### src/rtl/sync_frame_tx_pkg.sv
// Shared types and defaults for the serial sync-word frame transmitter.
package sync_frame_pkg;

  typedef enum logic [2:0] {IDLE, SYNC, DATA, PAR, GAP} state_e;

  localparam int                    SYNC_W_DEF    = 6;
  localparam logic [SYNC_W_DEF-1:0] SYNC_WORD_DEF = 6'b110101;

  function automatic int max3(input int a, input int b, input int c);
    int m;
    m = (a > b) ? a : b;
    return (m > c) ? m : c;
  endfunction

endpackage

### src/rtl/sync_frame_tx_if.sv
// Payload handshake plus serial line/status bundle of the frame transmitter.
interface sync_frame_tx_if #(parameter int DATA_W = 8);
  logic              din_valid;
  logic [DATA_W-1:0] din;
  logic              din_ready;
  logic              y;
  logic              busy;
  logic              frame_done;

  modport master (output din_valid, output din,
                  input  din_ready, input y, input busy, input frame_done);
  modport slave  (input  din_valid, input din,
                  output din_ready, output y, output busy, output frame_done);
endinterface

### src/rtl/sync_frame_tx_piso_shift.sv
// Parallel-in serial-out payload register; MSB is presented first.
module piso_shift #(
  parameter int DATA_W = 8
) (
  input  logic              clk,
  input  logic              rst,
  input  logic              load_i,
  input  logic              shift_en_i,
  input  logic [DATA_W-1:0] din_i,
  output logic              msb_o
);

  logic [DATA_W-1:0] shreg_q, shreg_d;

  always_comb begin
    shreg_d = shreg_q;
    if (load_i)          shreg_d = din_i;
    else if (shift_en_i) shreg_d = shreg_q << 1;
  end

  always_ff @(posedge clk) begin
    if (rst) shreg_q <= '0;
    else     shreg_q <= shreg_d;
  end

  assign msb_o = shreg_q[DATA_W-1];

endmodule

### src/rtl/sync_frame_tx.sv
// Serial frame transmitter: sync word, payload MSB first, optional even parity
// (enabled by defining PARITY_EN), then idle-zero gap. y is registered.
module sync_frame_tx
  import sync_frame_pkg::*;
#(
  parameter int                DATA_W     = 8,
  parameter int                SYNC_W     = SYNC_W_DEF,
  parameter logic [SYNC_W-1:0] SYNC_WORD  = SYNC_WORD_DEF,
  parameter int                GAP_CYCLES = 2
) (
  input  logic           clk,
  input  logic           rst,
  sync_frame_tx_if.slave bus
);

  localparam int CW  = $clog2(max3(SYNC_W, DATA_W, GAP_CYCLES) + 1);
  localparam int SIW = $clog2(SYNC_W);
  localparam logic [CW-1:0] SYNC_LAST = CW'(SYNC_W - 1);
  localparam logic [CW-1:0] DATA_LAST = CW'(DATA_W - 1);
  localparam logic [CW-1:0] GAP_LAST  = CW'(GAP_CYCLES - 1);

  state_e          state_q, state_d;
  logic [CW-1:0]   cnt_q, cnt_d;
  logic            y_q, y_d;
  logic            busy_q, busy_d;
  logic            done_q, done_d;
  logic            din_ready, accept, shift_en, msb;
  logic [SIW-1:0]  sync_idx;

  assign din_ready = (state_q == IDLE) & ~rst;
  assign accept    = bus.din_valid & din_ready;

  piso_shift #(.DATA_W(DATA_W)) u_piso (
    .clk        (clk),
    .rst        (rst),
    .load_i     (accept),
    .shift_en_i (shift_en),
    .din_i      (bus.din),
    .msb_o      (msb)
  );

`ifdef PARITY_EN
  logic par_q;
  always_ff @(posedge clk) begin
    if (rst)         par_q <= 1'b0;
    else if (accept) par_q <= ^bus.din;
  end
`endif

  // Next state; the shared counter restarts on every state change.
  always_comb begin
    state_d = state_q;
    cnt_d   = cnt_q + CW'(1);
    case (state_q)
      IDLE: begin
        cnt_d = '0;
        if (accept) state_d = SYNC;
      end
      SYNC: if (cnt_q == SYNC_LAST) begin state_d = DATA; cnt_d = '0; end
      DATA: if (cnt_q == DATA_LAST) begin
`ifdef PARITY_EN
        state_d = PAR;
`else
        state_d = GAP;
`endif
        cnt_d = '0;
      end
      PAR:  begin state_d = GAP; cnt_d = '0; end
      GAP:  if (cnt_q == GAP_LAST) begin state_d = IDLE; cnt_d = '0; end
      default: begin state_d = IDLE; cnt_d = '0; end
    endcase
  end

  // Outputs are computed from the next state so the registered line shows
  // the bit belonging to the state it enters; the PISO shifts one step ahead.
  always_comb begin
    y_d      = 1'b0;
    shift_en = 1'b0;
    sync_idx = SIW'(SYNC_W - 1) - SIW'(cnt_d);
    case (state_d)
      SYNC: y_d = SYNC_WORD[sync_idx];
      DATA: begin y_d = msb; shift_en = 1'b1; end
`ifdef PARITY_EN
      PAR:  y_d = par_q;
`endif
      default: y_d = 1'b0;
    endcase
    busy_d = (state_d != IDLE);
    done_d = (state_d == GAP) && (cnt_d == GAP_LAST);
  end

  always_ff @(posedge clk) begin
    if (rst) begin
      state_q <= IDLE;
      cnt_q   <= '0;
      y_q     <= 1'b0;
      busy_q  <= 1'b0;
      done_q  <= 1'b0;
    end else begin
      state_q <= state_d;
      cnt_q   <= cnt_d;
      y_q     <= y_d;
      busy_q  <= busy_d;
      done_q  <= done_d;
    end
  end

  assign bus.din_ready  = din_ready;
  assign bus.y          = y_q;
  assign bus.busy       = busy_q;
  assign bus.frame_done = done_q;

endmodule
### src/flat_wrapper.sv
// flat-port wrapper written by rule: the top's interface ports become plain ports
module sync_frame_tx_flat import sync_frame_pkg::*;
#(
  parameter int                DATA_W     = 8,
  parameter int                SYNC_W     = SYNC_W_DEF,
  parameter logic [SYNC_W-1:0] SYNC_WORD  = SYNC_WORD_DEF,
  parameter int                GAP_CYCLES = 2
)
  (clk, rst, bus_din_valid, bus_din, bus_din_ready, bus_y, bus_busy, bus_frame_done);
  sync_frame_tx_if #(.DATA_W(DATA_W)) bus_i ();
  input  logic clk;
  input  logic rst;
  input wire logic [$bits(bus_i.din_valid)-1:0] bus_din_valid;
  input wire logic [$bits(bus_i.din)-1:0] bus_din;
  output wire logic [$bits(bus_i.din_ready)-1:0] bus_din_ready;
  output wire logic [$bits(bus_i.y)-1:0] bus_y;
  output wire logic [$bits(bus_i.busy)-1:0] bus_busy;
  output wire logic [$bits(bus_i.frame_done)-1:0] bus_frame_done;
  assign bus_i.din_valid = bus_din_valid;
  assign bus_i.din = bus_din;
  assign bus_din_ready = bus_i.din_ready;
  assign bus_y = bus_i.y;
  assign bus_busy = bus_i.busy;
  assign bus_frame_done = bus_i.frame_done;
  sync_frame_tx #(.DATA_W(DATA_W), .SYNC_W(SYNC_W), .SYNC_WORD(SYNC_WORD), .GAP_CYCLES(GAP_CYCLES)) u_core (.clk(clk), .rst(rst), .bus(bus_i));
endmodule
### config.mk
export PLATFORM = sky130hd
export DESIGN_NAME = sync_frame_tx_flat
export DESIGN_NICKNAME = d
export VERILOG_FILES = /design/src/rtl/sync_frame_tx_pkg.sv /design/src/rtl/sync_frame_tx_if.sv /design/src/rtl/sync_frame_tx_piso_shift.sv /design/src/rtl/sync_frame_tx.sv /design/src/flat_wrapper.sv
export SDC_FILE = /design/constraint.sdc
export NUM_CORES = 1
export LEC_CHECK = 0
export ABC_AREA = 1
export BUFFER_PORTS_ARGS = -buffer_cell sky130_fd_sc_hd__buf_2
export CORE_MARGIN = 3
export CORE_UTILIZATION = 40
export DETAILED_ROUTE_END_ITERATION = 10
export MAX_ROUTING_LAYER = met4
export SYNTH_ARGS = -nofsm -noshare
export SYNTH_HDL_FRONTEND = slang
export SYNTH_SLANG_ARGS = --single-unit
export TNS_END_PERCENT = 30
### constraint.sdc
create_clock -name clk -period 3 [get_ports clk]
set_input_delay 0.45 -clock clk [delete_from_list [all_inputs] [get_ports clk]]
set_output_delay 0.45 -clock clk [all_outputs]
set_load 0.01 [all_outputs]
==> impl_metrics.toml <==
[outcome]
outcome = "completed"

[run]
max_cap_viol_count = 0

[critical_path]
timing.rr.end = "u_core.bus.busy"
required_ns = 3.17
max_stage_delay_ns = 0.40
crit_path_end = "u_core.bus.busy"
reg2reg_from = "u_core.cnt_q[0]"
cp.arrival_ns = 1.74
rrSetupSlack_ns = 1.43
startpoint_type = "flop"
end_kind = "flop"
rr_worst_depth = 7
cp_max_fo = 9
startpoint = "u_core.cnt_q[0]"
worstPathCellList = "ha_1, nand3_1, nand2_2, nand2_4, clkinv_2, nor2_2, or3_1"
path_class = "flop to flop"
slowest_stage = "dfxtp_1"

[sta]
finalHoldViolCount = 0
fin_crit_sh_pct = 52.4
max_freq_mhz = 637
tightest_slew_ns = 0.308
slew_viol_final = 0
finalSetupTns_ns = 0
final.min_clock_period_ns = 1.57
holdWs_ns = 0.406
relSlewSlack_pct = 79.5
skew_ns = 0.00655
setup_viol = 0
grt_setup_unrepaired = "false"

[power_and_ir_drop]
p_int_uw = 340
power.density_nw_per_um2 = 431
sw_frac_of_total_pct = 23.5
pwr-share-comb_pct = 10.8
seq_power_share_pct = 56.8
leakage_uw = 0.000466
total_power_uw = 445
p_sw_uw = 104
ir_worst_vdd_v = 0.000275
clock_power_share_pct = 32.4

[cells_and_area]
seq_area_um2 = 360
area_growth_pct = 15.2
final_layout_size_suffix_gt1_share_pct = 24.1
multi_input_area_um2 = 462
nNetsFinal = 155
antenna_cells = 0
fillers = 224

[clock_network]
cts-htree-levels = 1
cts_sinks = 18
clk_pin_slew_ns = 0.10
cts_hold_buf = 0
cts_resized = 0
numCtsBuffers = 3
post_cts_buffers = 0
cts_root_buffer = "clkbuf_4"
clock_path_buffers = 2
clkLatencyLatePin_ns = 0.29
cts_tree = "done"

[routing]
drtAntennaViolNets = 0
wl_per_cell_um = 10.5
dr.pass1.iters = 4
dr_total_vias = 827
drt_iter0_drc = 12
via_per_inst = 4.92
drc = 0
wl_mm = 1.77

[min_path]
worstHoldPathType = "input port to flop"

[grt]
antenna_found_initial = 0
grt_max_degree = 16
grt_pass1_vias = 737
grt_overflow = 0
grtUsageTotal_pct = 15.6
grt_pass1_wl_mm = 3.13

[logic_synthesis]
ys_types = 22
yosysMostFrequentCell = "nand2_1"
synth_commonest_cells = "31 x nand2_1, 19 x nand3_1, 18 x dfxtp_1"
synthCells = 124
syn_area_um2 = 895
syn_avg_cell_area_um2 = 7.21
synthArstFlopShare_pct = 0
yosys_warnings = 0
synth.net_count = 137
synthTopCellsByArea = "dfxtp_1 40%, nand2_1 13%, nand3_1 11%"
synth_ff_type = "dfxtp_1"
synth-seq-area-share_pct = 40.3
synth_top_area_share_pct = 40.3
synth_top_area_cell = "dfxtp_1"
synth_edf_count = 0
ys_ff_latch = 18

[placement]
gp_congestion = 0.893
port_buffers = 14
hpwl_mm = 1.41

[die]
die_area_um2 = 2840
die_w_um = 53.3
start_util_pct = 43.8
pin_count = 15
die_h_um = 53.3
row_count = 16
core-area_um2 = 2040
==> worst max-delay path: cells and delay by family (launching register included) <==
kind          cells  cell delay [ns]
flops             1             0.40
fa+ha+maj         1             0.21
simple gates      5             0.79
buf+inv           1             0.06
==> worst min-delay path by stage <==
stage | from | endpoint | slack (ns) | depth (start not counted)
global route | bus_din[0] | u_core.u_piso.shreg_q[0] | 0.38 | 3
CTS | bus_din[0] | u_core.u_piso.shreg_q[0] | 0.39 | 3
global placement | u_core.u_piso.shreg_q[0] | u_core.u_piso.shreg_q[0] | 0.45 | 2
detailed placement | u_core.u_piso.shreg_q[1] | u_core.u_piso.shreg_q[1] | 0.45 | 2
floorplan | u_core.u_piso.shreg_q[0] | u_core.u_piso.shreg_q[0] | 0.44 | 2
finish | bus_din[0] | u_core.u_piso.shreg_q[0] | 0.41 | 3
==> metrics by stage <==
step,instance area [um2],util (%),setup slack (ns),std cells
final,1030,50.5,1.43,168
after floorplan,895,-,1.57,124
after CTS,1030,50.5,1.43,168
after global routing,1030,50.5,1.27,168
after global placement,995,48.7,1.43,164
after detailed placement,995,48.7,1.39,164
==> final cells by class <==
class | count | share of cell area (%)
clock buffers | 4 | 3.52
well taps | 27 | 3.28
flip-flops and latches | 18 | 35.0
inverters | 18 | 6.67
repair buffers | 14 | 6.80
multi-input cells | 87 | 44.8
==> power groups by stage <==
stage / registers [uW] / logic (uW) / clock network (uW)
after floorplan: 258 / 30.6 / 0
after global placement: 258 / 47.9 / 0
after detailed placement: 258 / 48.3 / 0
after CTS: 252 / 48.4 / 151
after global routing: 254 / 55.1 / 162
final: 252 / 48.2 / 144
==> registers in the layout, summed over array words and instances, names as in the netlist <==
name                   cells
u_core.state_q             3
u_core.bus.y               1
u_core.bus.frame_done      1
u_core.bus.busy            1
u_core.u_piso.shreg_q      8
u_core.cnt_q               4
==> layout by cell type, fill, tap and decap left out <==
cell | Yosys | routed
nand2_1 | 31 | 31
buf_2 | 0 | 14
inv_2 | 3 | 3
or3_1 | 1 | 1
nor3_1 | 1 | 1
clkinv_2 | 1 | 1
o211ai_1 | 1 | 1
a21oi_2 | 1 | 1
nor2_2 | 4 | 4
a31oi_1 | 1 | 1
nor2_1 | 3 | 3
inv_1 | 14 | 14
a311oi_1 | 1 | 1
clkbuf_4 | 0 | 3
a21oi_1 | 8 | 8
nor3_2 | 1 | 1
nand3_1 | 19 | 19
clkbuf_8 | 0 | 1
xor2_1 | 1 | 1
ha_1 | 2 | 2
dfxtp_1 | 18 | 18
nand2_4 | 1 | 1
nand2_2 | 5 | 5
a22oi_1 | 6 | 6
==> layer usage <==
layer / up-vias / routed length (um) / part of all wire [%] / GRT usage (%)
li1: 443 / - / - / -
met1: 360 / 899 / 51 / 20.8
met2: 18 / 738 / 42 / 20.8
met3: 6 / 79 / 4.5 / 3.38
met4: 0 / 51 / 2.9 / 10.2
met5: - / 0 / 0 / -
==> kinds of logic (layout without fill, tap and decap cells) <==
| kind of cell | Yosys count | count (layout) | synth area share [%] |
|---|---|---|---|
| and+or+nand+nor | 66 | 66 | 34.8 |
| buffers and inverters | 19 | 36 | 8.11 |
| AOI/OAI and AO/OA | 18 | 18 | 13.0 |
| DFF | 18 | 18 | 40.3 |
| adders and majority gates | 2 | 2 | 2.80 |
| xor gates and xnor gates | 1 | 1 | 0.979 |
(Power assumes the default switching activity.)
